<file path="config.mk">
export PLATFORM = sky130hd
export DESIGN_NAME = mem_port_arbiter_flat
export DESIGN_NICKNAME = d
export VERILOG_FILES = /design/src/rtl/mem_port_arbiter_pkg.sv /design/src/rtl/mem_port_arbiter_if.sv /design/src/rtl/mem_port_arbiter_starve_counter.sv /design/src/rtl/mem_port_arbiter.sv /design/src/flat_wrapper.sv
export SDC_FILE = /design/constraint.sdc
export NUM_CORES = 1
export LEC_CHECK = 0
export BUFFER_PORTS_ARGS = -buffer_cell sky130_fd_sc_hd__clkbuf_2
export CAP_MARGIN = 20
export CORE_AREA = 3 3 59 61
export CTS_BUF_LIST = sky130_fd_sc_hd__clkbuf_4
export DETAILED_ROUTE_END_ITERATION = 10
export DIE_AREA = 0 0 62 64
export PLACE_DENSITY_LB_ADDON = 0.1
export SYNTH_ARGS = -nofsm -noshare
export SYNTH_HDL_FRONTEND = slang
export SYNTH_HIERARCHICAL = 1
export SYNTH_SLANG_ARGS = --single-unit
</file>
<file path="constraint.sdc">
create_clock -name clk -period 7.25 [get_ports clk]
set_input_delay 0.3625 -clock clk [delete_from_list [all_inputs] [get_ports clk]]
set_output_delay 0.3625 -clock clk [all_outputs]
set_load 0.02 [all_outputs]
</file>
<file path="src/rtl/mem_port_arbiter_pkg.sv">
// Shared widths, state and grant encodings for the data-memory port arbiter.
package mem_arb_pkg;

    localparam int ADDR_W         = 19;
    localparam int DATA_W         = 19;
    localparam int PIX_W          = 8;
    localparam int STARVE_MAX_DEF = 4;

    typedef enum logic {
        IDLE,
        CPU_RD
    } arb_state_t;

    typedef enum logic [1:0] {
        GNT_NONE,
        GNT_CPU,
        GNT_DISP
    } gnt_t;

endpackage

</file>
<file path="src/rtl/mem_port_arbiter_if.sv">
// CPU, display and memory signals of the arbiter, bundled with one modport per side.
interface mem_port_arbiter_if
    import mem_arb_pkg::*;
();

    logic              cpu_req;
    logic              cpu_we;
    logic              cpu_byte;
    logic [ADDR_W-1:0] cpu_addr;
    logic [DATA_W-1:0] cpu_wdata;
    logic              cpu_stall;
    logic [DATA_W-1:0] cpu_rdata;
    logic              cpu_rvalid;

    logic              disp_req;
    logic [ADDR_W-1:0] disp_addr;
    logic              disp_gnt;
    logic [PIX_W-1:0]  disp_rdata;
    logic              disp_rvalid;

    logic [ADDR_W-1:0] mem_addr;
    logic [DATA_W-1:0] mem_wdata;
    logic              mem_we;
    logic              mem_byte;
    logic [DATA_W-1:0] mem_rdata;

    // The arbiter itself.
    modport slave (
        input  cpu_req, cpu_we, cpu_byte, cpu_addr, cpu_wdata,
        input  disp_req, disp_addr,
        input  mem_rdata,
        output cpu_stall, cpu_rdata, cpu_rvalid,
        output disp_gnt, disp_rdata, disp_rvalid,
        output mem_addr, mem_wdata, mem_we, mem_byte
    );

    // The surrounding system: pipeline, fetcher and memory.
    modport master (
        output cpu_req, cpu_we, cpu_byte, cpu_addr, cpu_wdata,
        output disp_req, disp_addr,
        output mem_rdata,
        input  cpu_stall, cpu_rdata, cpu_rvalid,
        input  disp_gnt, disp_rdata, disp_rvalid,
        input  mem_addr, mem_wdata, mem_we, mem_byte
    );

endinterface

</file>
<file path="src/rtl/mem_port_arbiter_starve_counter.sv">
// Saturating count of consecutive denied display cycles; hit forces the display to win.
module arb_starve_counter #(
    parameter int MAX = 4
) (
    input  logic clk,
    input  logic reset,
    input  logic i_inc,
    input  logic i_clr,
    output logic o_hit
);

    localparam int W = (MAX < 1) ? 1 : $clog2(MAX + 1);

    logic [W-1:0] r_cnt;

    always_ff @(posedge clk or posedge reset) begin
        if (reset) begin
            r_cnt <= '0;
        end else if (i_clr) begin
            r_cnt <= '0;
        end else if (i_inc && (r_cnt != W'(MAX))) begin
            r_cnt <= r_cnt + W'(1);
        end
    end

    assign o_hit = (r_cnt == W'(MAX));

endmodule

</file>
<file path="src/rtl/mem_port_arbiter.sv">
// Single-port data-memory arbiter: CPU has priority, display is guaranteed a slot
// after STARVE_MAX denied cycles.
module mem_port_arbiter
    import mem_arb_pkg::*;
#(
    parameter int STARVE_MAX = STARVE_MAX_DEF
) (
    input  logic               clk,
    input  logic               reset,
    mem_port_arbiter_if.slave  bus
);

    arb_state_t r_state;
    arb_state_t w_state_next;
    logic       r_rd_owner_disp;
    gnt_t       w_gnt;
    logic       w_cpu_new;
    logic       w_hit;
    logic       w_starve_inc;

    // In CPU_RD the held request belongs to the load already in flight.
    assign w_cpu_new    = (r_state == IDLE) && bus.cpu_req && !reset;
    assign w_starve_inc = bus.disp_req && (w_gnt != GNT_DISP);

    arb_starve_counter #(
        .MAX (STARVE_MAX)
    ) u_starve (
        .clk   (clk),
        .reset (reset),
        .i_inc (w_starve_inc),
        .i_clr (!w_starve_inc),
        .o_hit (w_hit)
    );

    always_ff @(posedge clk or posedge reset) begin
        if (reset) begin
            r_state         <= IDLE;
            r_rd_owner_disp <= 1'b0;
        end else begin
            r_state         <= w_state_next;
            r_rd_owner_disp <= (w_gnt == GNT_DISP);
        end
    end

    always_comb begin
        w_gnt          = GNT_NONE;
        w_state_next   = IDLE;
        bus.mem_addr   = '0;
        bus.mem_wdata  = '0;
        bus.mem_we     = 1'b0;
        bus.mem_byte   = 1'b0;
        bus.cpu_stall  = 1'b0;
        bus.disp_gnt   = 1'b0;

        if (!reset) begin
            if (w_cpu_new && !(bus.disp_req && w_hit)) begin
                w_gnt = GNT_CPU;
            end else if (bus.disp_req) begin
                w_gnt = GNT_DISP;
            end
        end

        case (w_gnt)
            GNT_CPU: begin
                bus.mem_addr  = bus.cpu_addr;
                bus.mem_wdata = bus.cpu_wdata;
                bus.mem_we    = bus.cpu_we;
                bus.mem_byte  = bus.cpu_byte;
                bus.cpu_stall = !bus.cpu_we;
                if (!bus.cpu_we) begin
                    w_state_next = CPU_RD;
                end
            end
            GNT_DISP: begin
                bus.mem_addr  = bus.disp_addr;
                bus.disp_gnt  = 1'b1;
                bus.cpu_stall = w_cpu_new;
            end
            default: begin
                bus.cpu_stall = w_cpu_new;
            end
        endcase
    end

    assign bus.cpu_rvalid  = (r_state == CPU_RD);
    assign bus.cpu_rdata   = bus.cpu_rvalid ? bus.mem_rdata : '0;
    assign bus.disp_rvalid = r_rd_owner_disp;
    assign bus.disp_rdata  = r_rd_owner_disp ? bus.mem_rdata[PIX_W-1:0] : '0;

endmodule
</file>
<file path="src/flat_wrapper.sv">
// flat-port wrapper written by rule: the top's interface ports become plain ports
module mem_port_arbiter_flat import mem_arb_pkg::*;
#(
    parameter int STARVE_MAX = STARVE_MAX_DEF
)
  (clk, reset, bus_cpu_req, bus_cpu_we, bus_cpu_byte, bus_cpu_addr, bus_cpu_wdata, bus_disp_req, bus_disp_addr, bus_mem_rdata, bus_cpu_stall, bus_cpu_rdata, bus_cpu_rvalid, bus_disp_gnt, bus_disp_rdata, bus_disp_rvalid, bus_mem_addr, bus_mem_wdata, bus_mem_we, bus_mem_byte);
  mem_port_arbiter_if bus_i ();
  input  logic clk;
  input  logic reset;
  input wire logic [$bits(bus_i.cpu_req)-1:0] bus_cpu_req;
  input wire logic [$bits(bus_i.cpu_we)-1:0] bus_cpu_we;
  input wire logic [$bits(bus_i.cpu_byte)-1:0] bus_cpu_byte;
  input wire logic [$bits(bus_i.cpu_addr)-1:0] bus_cpu_addr;
  input wire logic [$bits(bus_i.cpu_wdata)-1:0] bus_cpu_wdata;
  input wire logic [$bits(bus_i.disp_req)-1:0] bus_disp_req;
  input wire logic [$bits(bus_i.disp_addr)-1:0] bus_disp_addr;
  input wire logic [$bits(bus_i.mem_rdata)-1:0] bus_mem_rdata;
  output wire logic [$bits(bus_i.cpu_stall)-1:0] bus_cpu_stall;
  output wire logic [$bits(bus_i.cpu_rdata)-1:0] bus_cpu_rdata;
  output wire logic [$bits(bus_i.cpu_rvalid)-1:0] bus_cpu_rvalid;
  output wire logic [$bits(bus_i.disp_gnt)-1:0] bus_disp_gnt;
  output wire logic [$bits(bus_i.disp_rdata)-1:0] bus_disp_rdata;
  output wire logic [$bits(bus_i.disp_rvalid)-1:0] bus_disp_rvalid;
  output wire logic [$bits(bus_i.mem_addr)-1:0] bus_mem_addr;
  output wire logic [$bits(bus_i.mem_wdata)-1:0] bus_mem_wdata;
  output wire logic [$bits(bus_i.mem_we)-1:0] bus_mem_we;
  output wire logic [$bits(bus_i.mem_byte)-1:0] bus_mem_byte;
  assign bus_i.cpu_req = bus_cpu_req;
  assign bus_i.cpu_we = bus_cpu_we;
  assign bus_i.cpu_byte = bus_cpu_byte;
  assign bus_i.cpu_addr = bus_cpu_addr;
  assign bus_i.cpu_wdata = bus_cpu_wdata;
  assign bus_i.disp_req = bus_disp_req;
  assign bus_i.disp_addr = bus_disp_addr;
  assign bus_i.mem_rdata = bus_mem_rdata;
  assign bus_cpu_stall = bus_i.cpu_stall;
  assign bus_cpu_rdata = bus_i.cpu_rdata;
  assign bus_cpu_rvalid = bus_i.cpu_rvalid;
  assign bus_disp_gnt = bus_i.disp_gnt;
  assign bus_disp_rdata = bus_i.disp_rdata;
  assign bus_disp_rvalid = bus_i.disp_rvalid;
  assign bus_mem_addr = bus_i.mem_addr;
  assign bus_mem_wdata = bus_i.mem_wdata;
  assign bus_mem_we = bus_i.mem_we;
  assign bus_mem_byte = bus_i.mem_byte;
  mem_port_arbiter #(.STARVE_MAX(STARVE_MAX)) u_core (.clk(clk), .reset(reset), .bus(bus_i));
endmodule
</file>
# Yosys cells after proc, flatten, opt, wreduce, memory -nomap -nowiden
# Index checks and enable logic that the tools add are counted.
dict set report totals {
  mem_count 0
  ramBits 0
  latch_bits 0
  out_inout_bits 71
  ff_bits 5
  wordCells 35
  rom_bits 0
  inputBits 82
}
dict set report op_classes {
  mul 0
  magnitude_cmp 0
  n_reduce_logical 9
  n_shift 0
  muxes 15
  n_div 0
  n_bitwise 1
  eq_ne 6
  add_sub_neg 1
}
# op count
set op_table {}
lappend op_table {{$mux W19} 2}
lappend op_table {{$pmux W19 S2} 1}
lappend op_table {{$mux W8} 1}
lappend op_table {{$logic_and A1 B1 Y1} 6}
lappend op_table {{$mux W1} 6}
lappend op_table {{$mux W2} 3}
lappend op_table {{$mux W3} 2}
lappend op_table {{$add A3 B1 Y3 const B} 1}
lappend op_table {{$eq A3 B3 Y1 const B} 1}
lappend op_table {{$logic_not A1 Y1} 3}
lappend op_table {{$ne A3 B3 Y1 const B} 1}
lappend op_table {{$eq A2 B1 Y1 const B} 1}
lappend op_table {{$eq A2 B2 Y1 const B} 1}
lappend op_table {{$ne A2 B1 Y1 const B} 1}
lappend op_table {{$ne A2 B2 Y1 const B} 1}
lappend op_table {{$not A1 Y1} 1}

# Logic depth before layout (Yosys ltp)
dict set report logic_depth {
  depth_word 11
  ltp_mapped 10
  ltp_nobuf 9
}

# By module
# Netlist, hierarchy kept.
# module seq_area_each_um2 cells_per_inst n_inst area_per_inst_um2
set modules_own_cells {}
lappend modules_own_cells {mem_port_arbiter 50.0 113 1 764.5}
lappend modules_own_cells {arb_starve_counter 75.1 19 1 201.4}

# Worst setup path before layout
# Ideal clock, no wire load.
dict set report synth_timing {
  path_type {register to register}
  from {register u_core.u_starve.r_cnt[0]}
  to {register u_core.u_starve.r_cnt[0]}
  synth_period_minus_slack_ps 2463
  path_slack_ps 4787
  arrival_time_ps 2338
  stages_incl_launch_ff 11
  setup_time_ps 125
  n_path_buf 1
  required_time_ps 7125
  path_cell_list {dfrtp_1 inv_1 ha_1 and2_1 a211o_1 ha_1 buf_6 nand2b_1 inv_1 a21boi_2 mux2_4}
}
dict set report synth_between {
  elab_chain_len 10
  elab_cells_between_ends 14
  classes_between {add/sub (1); eq/ne (4); mux (4); reduce/logical (5)}
}
# item line
set synth_rtl {}
lappend synth_rtl {{start: declaration} mem_port_arbiter_starve_counter.sv:14} ;# logic [W-1:0] r_cnt;
lappend synth_rtl {{start signal: assignment} mem_port_arbiter_starve_counter.sv:22} ;# r_cnt <= r_cnt + W'(1);
lappend synth_rtl {{$eq A3 B3 Y1 *} mem_port_arbiter_starve_counter.sv:26} ;# assign o_hit = (r_cnt == W'(MAX));
lappend synth_rtl {{named net u_core.w_hit} mem_port_arbiter.sv:18} ;# logic w_hit;
lappend synth_rtl {{$logic_and A1 B1 Y1 *} mem_port_arbiter.sv:56} ;# if (w_cpu_new && !(bus.disp_req && w_hit)) begin
lappend synth_rtl {{$logic_not A1 Y1 *} mem_port_arbiter.sv:56}
lappend synth_rtl {{$logic_and A1 B1 Y1 *} mem_port_arbiter.sv:56}
lappend synth_rtl {{$mux W2 *} mem_port_arbiter.sv:56}
lappend synth_rtl {{$mux W2 *} mem_port_arbiter.sv:55} ;# if (!reset) begin
lappend synth_rtl {{$ne A2 B2 Y1 *} mem_port_arbiter.sv:23} ;# assign w_starve_inc = bus.disp_req && (w_gnt != GNT_DISP);
lappend synth_rtl {{$logic_and A1 B1 Y1 *} mem_port_arbiter.sv:23}
lappend synth_rtl {{named net u_core.w_starve_inc} mem_port_arbiter.sv:19} ;# logic w_starve_inc;
lappend synth_rtl {{$logic_and A1 B1 Y1} mem_port_arbiter_starve_counter.sv:21} ;# end else if (i_inc && (r_cnt != W'(MAX))) begin
lappend synth_rtl {{$ne A2 B1 Y1 (no line)} --}
# The timed path passes the listed nets; every way through them passes the cells marked *. The select of a mux whose other input is x is not followed.
# A chain may end at the register's enable or synchronous reset.

# Worst setup path in the final report
dict set report layout_timing {
  from {register u_core.u_starve.r_cnt[0]}
  to {output bus_mem_addr[5]}
}
dict set report layout_between {
  elab_chain_len 8
  elab_cells_between_ends 9
  classes_between {eq/ne (3); mux (3); reduce/logical (3)}
}
# item line
set layout_rtl {}
lappend layout_rtl {{$eq A3 B3 Y1 *} mem_port_arbiter_starve_counter.sv:26}
lappend layout_rtl {{named net u_core.w_hit} mem_port_arbiter.sv:18}
lappend layout_rtl {{$logic_and A1 B1 Y1 *} mem_port_arbiter.sv:56}
lappend layout_rtl {{$logic_not A1 Y1 *} mem_port_arbiter.sv:56}
lappend layout_rtl {{$logic_and A1 B1 Y1 *} mem_port_arbiter.sv:56}
lappend layout_rtl {{$mux W2 *} mem_port_arbiter.sv:56}
lappend layout_rtl {{$mux W2 *} mem_port_arbiter.sv:55}
lappend layout_rtl {{$eq A2 B2 Y1 / $eq A2 B1 Y1 (equally long branches)} mem_port_arbiter.sv:63} ;# case (w_gnt)
lappend layout_rtl {{$pmux W19 S2 *} mem_port_arbiter.sv:63}
lappend layout_rtl {{end: declaration} flat_wrapper.sv:24} ;# output wire logic [$bits(bus_i.mem_addr)-1:0] bus_mem_addr;
# The timed path passes the listed nets; every way through them passes the cells marked *.

==> flow_summary.ini <==
[status]
status = complete, no violations

[setup_path]
start_kind = flip-flop
cp_data_arrival_time_ns = 2.57
path_max_fanout = 25
path_class = reg -> out
required_ns = 6.89
endpoint_kind = output pin
rrSetupSlack_ns = 4.51

[logic_synthesis]
synth_area_sq_um = 966
synthesis.instances = 132
avgSynthCellArea_sq_um = 7.32
synth.area.top_cells = and2_1 32%, a22oi_1 15%, dfrtp_1 13%, nor2_1 7.8%, ha_1 6.5%
ys_seq_area_share_pct = 13.0
yosysWarnings = 6
ys_types = 26
synth_top_cell_area_share_pct = 31.7
yosysTopAreaCell = and2_1
synthesis.nets = 219
ys_ff_latch = 5

[layout]
fillerInstances = 313
finalNonFillerCells = 323
regArea_sq_um = 125
nNetsFinal = 367
area_delta_synth_final_pct = 81.0
final_common_cell = clkbuf_2
final_cell_mix = 152 x clkbuf_2, 49 x and2_1, 20 x nor2_1
n_antenna_cell = 0
multi_input_area_sq_um = 743
drive_gt1_share_pct = 57.7

[routing]
drc_errors = 0
avgViaCountPerCell = 4.36
wl_per_cell_microns = 11.3
drt-total-wl_microns = 3650
vias = 1409
drt-pass1-iter-count = 4
drtIter0Drc = 49
ant_nets = 0

[global_routing]
grt.total_usage_pct = 16.4
use_met1_pct = 15.7
busiest_layer = met2
antenna_found_initial = 0
grt_max_degree = 43
grt_overflow_total = 0
grt_use_met3_pct = 4.65
grt_pass1_vias = 1250
use_met2_pct = 30.7
grt_pass1_wl_microns = 5090

[floorplan]
die-width_microns = 62
num_rows = 20
die_h_microns = 64
ioPinCount = 153
core_area_sq_um = 3030
start_util_pct = 31.9
dieArea_sq_um = 3970

[clock_network]
holdBufCountCts = 0
cts.sinks = 5
cts_made_buffers = 3
cts_buffer_depth = 2
cts_resized = 0
cts_setup_buffers = 0
tritoncts = yes
cts_max_level = 1
cts-root-buf = clkbuf_4
path_clk_slew_ns = 0.05
clk_latency_ns = 0.24

[sta]
whs_ns = 0.0160
period_share_pct = 40.4
setup_viol = 0
rsz0062_at_grt = false
min_period_ns = 2.93
final-hold-violation-count = 0
fmax_mhz = 341
fin_ws_ns = 4.32
slew_headroom_pct = 52.5
slew_violations = 0
setup_tns_ns = 0
worst_pin_slew_ns = 0.713
skew_ns = 0.00356

[placed_design]
io_buffers = 152
place_congestion = 0.750
dpl.cell_count = 318
dpl_worst_slack_ns = 4.30
dp_hpwl_microns = 3170

[power_and_ir_drop]
power_density_nw_per_um2 = 86.5
p_leak_nw = 1.07
vdd_ir_drop_max_uv = 46.2

[hold_path]
hp-class = in -> async

[flow_run]
maxCapViolations = 0
-- power breakdown --
group          leakage, nW  switching, mW  internal [mW]
clock network       0.0184         0.0115         0.0245
logic                0.987         0.0451         0.0384
registers           0.0679        0.00217         0.0295
total                 1.07         0.0587         0.0924
-- final timing paths --
kind	to	startpoint	cells after the start
max	bus_mem_addr[5]	u_core/u_starve/r_cnt[0]	9
min	u_core/bus.disp_rvalid	reset	2
max reg2reg	u_core/u_starve/r_cnt[0]	u_core/u_starve/r_cnt[0]	9
min reg2reg	u_core/u_starve/r_cnt[1]	u_core/u_starve/r_cnt[1]	2
max in group asynchronous	u_core/u_starve/r_cnt[2]	reset	2
min in group clk	u_core/bus.cpu_rvalid	bus_cpu_we	2
-- cell families (layout without fill, tap and decap cells) --
logic type | after synthesis | after routing | share of synthesized area, %
AO/OA/AOI/OAI | 26 | 26 | 20.2
adder cells (fa/ha/maj) | 5 | 5 | 6.48
buffers and inverters | 15 | 162 | 10.1
flip-flops | 5 | 5 | 13.0
multiplexers | 2 | 2 | 2.59
AND/OR/NAND/NOR | 79 | 79 | 47.7
-- layout make-up --
type	count	area share [%]
clock buffer	4	1.72
inverter	5	1.07
multi-input combinational	112	42.5
sequential	5	7.16
tap	44	3.15
timing repair buffer	153	44.4
-- sequential cells by signal, indices dropped and copies added, names as in the netlist --
name                    count
u_core/u_starve/r_cnt       3
u_core/bus.cpu_rvalid       1
u_core/bus.disp_rvalid      1
-- stage by stage --
stage	total power [mW]	util [%]	area, sq um
after detailed placement	0.115	56.2	1700
final	0.151	57.7	1750
after global placement	0.115	56.2	1700
after floorplan	0.0800	-	966
after global routing	0.163	57.7	1750
after CTS	0.153	57.2	1730
-- cells in the mapped netlist --
cell type,number
mux2i_1,1
nor3_2,1
and2b_1,1
nand2b_1,3
a21boi_2,1
inv_1,5
buf_6,3
a211oi_1,1
buf_8,1
a211o_1,1
and2_1,49
or2_1,1
a22oi_1,19
a21oi_1,1
o21ai_0,1
mux2_4,1
o21bai_1,1
ha_1,5
and4b_1,1
nand2b_4,1
dfrtp_1,5
clkbuf_2,3
buf_2,3
nor2b_1,2
nor2_1,20
o21a_1,1
-- layer usage --
metal	routed length, microns	vias up
met5	0	-
met4	64	0
met3	489	8
met2	1760	100
met1	1340	563
li1	-	738
-- worst max-delay path, stage by stage, from the launching register on --
cell and delay, ns:
dfrtp_1 0.38, inv_1 0.05, ha_1 0.22, and2_1 0.21, a211oi_1 0.23, ha_1 0.60
buf_8 0.24, a22oi_1 0.08, nor2_1 0.13, clkbuf_2 0.19
No activity file was read; power rests on OpenSTA's default activity.
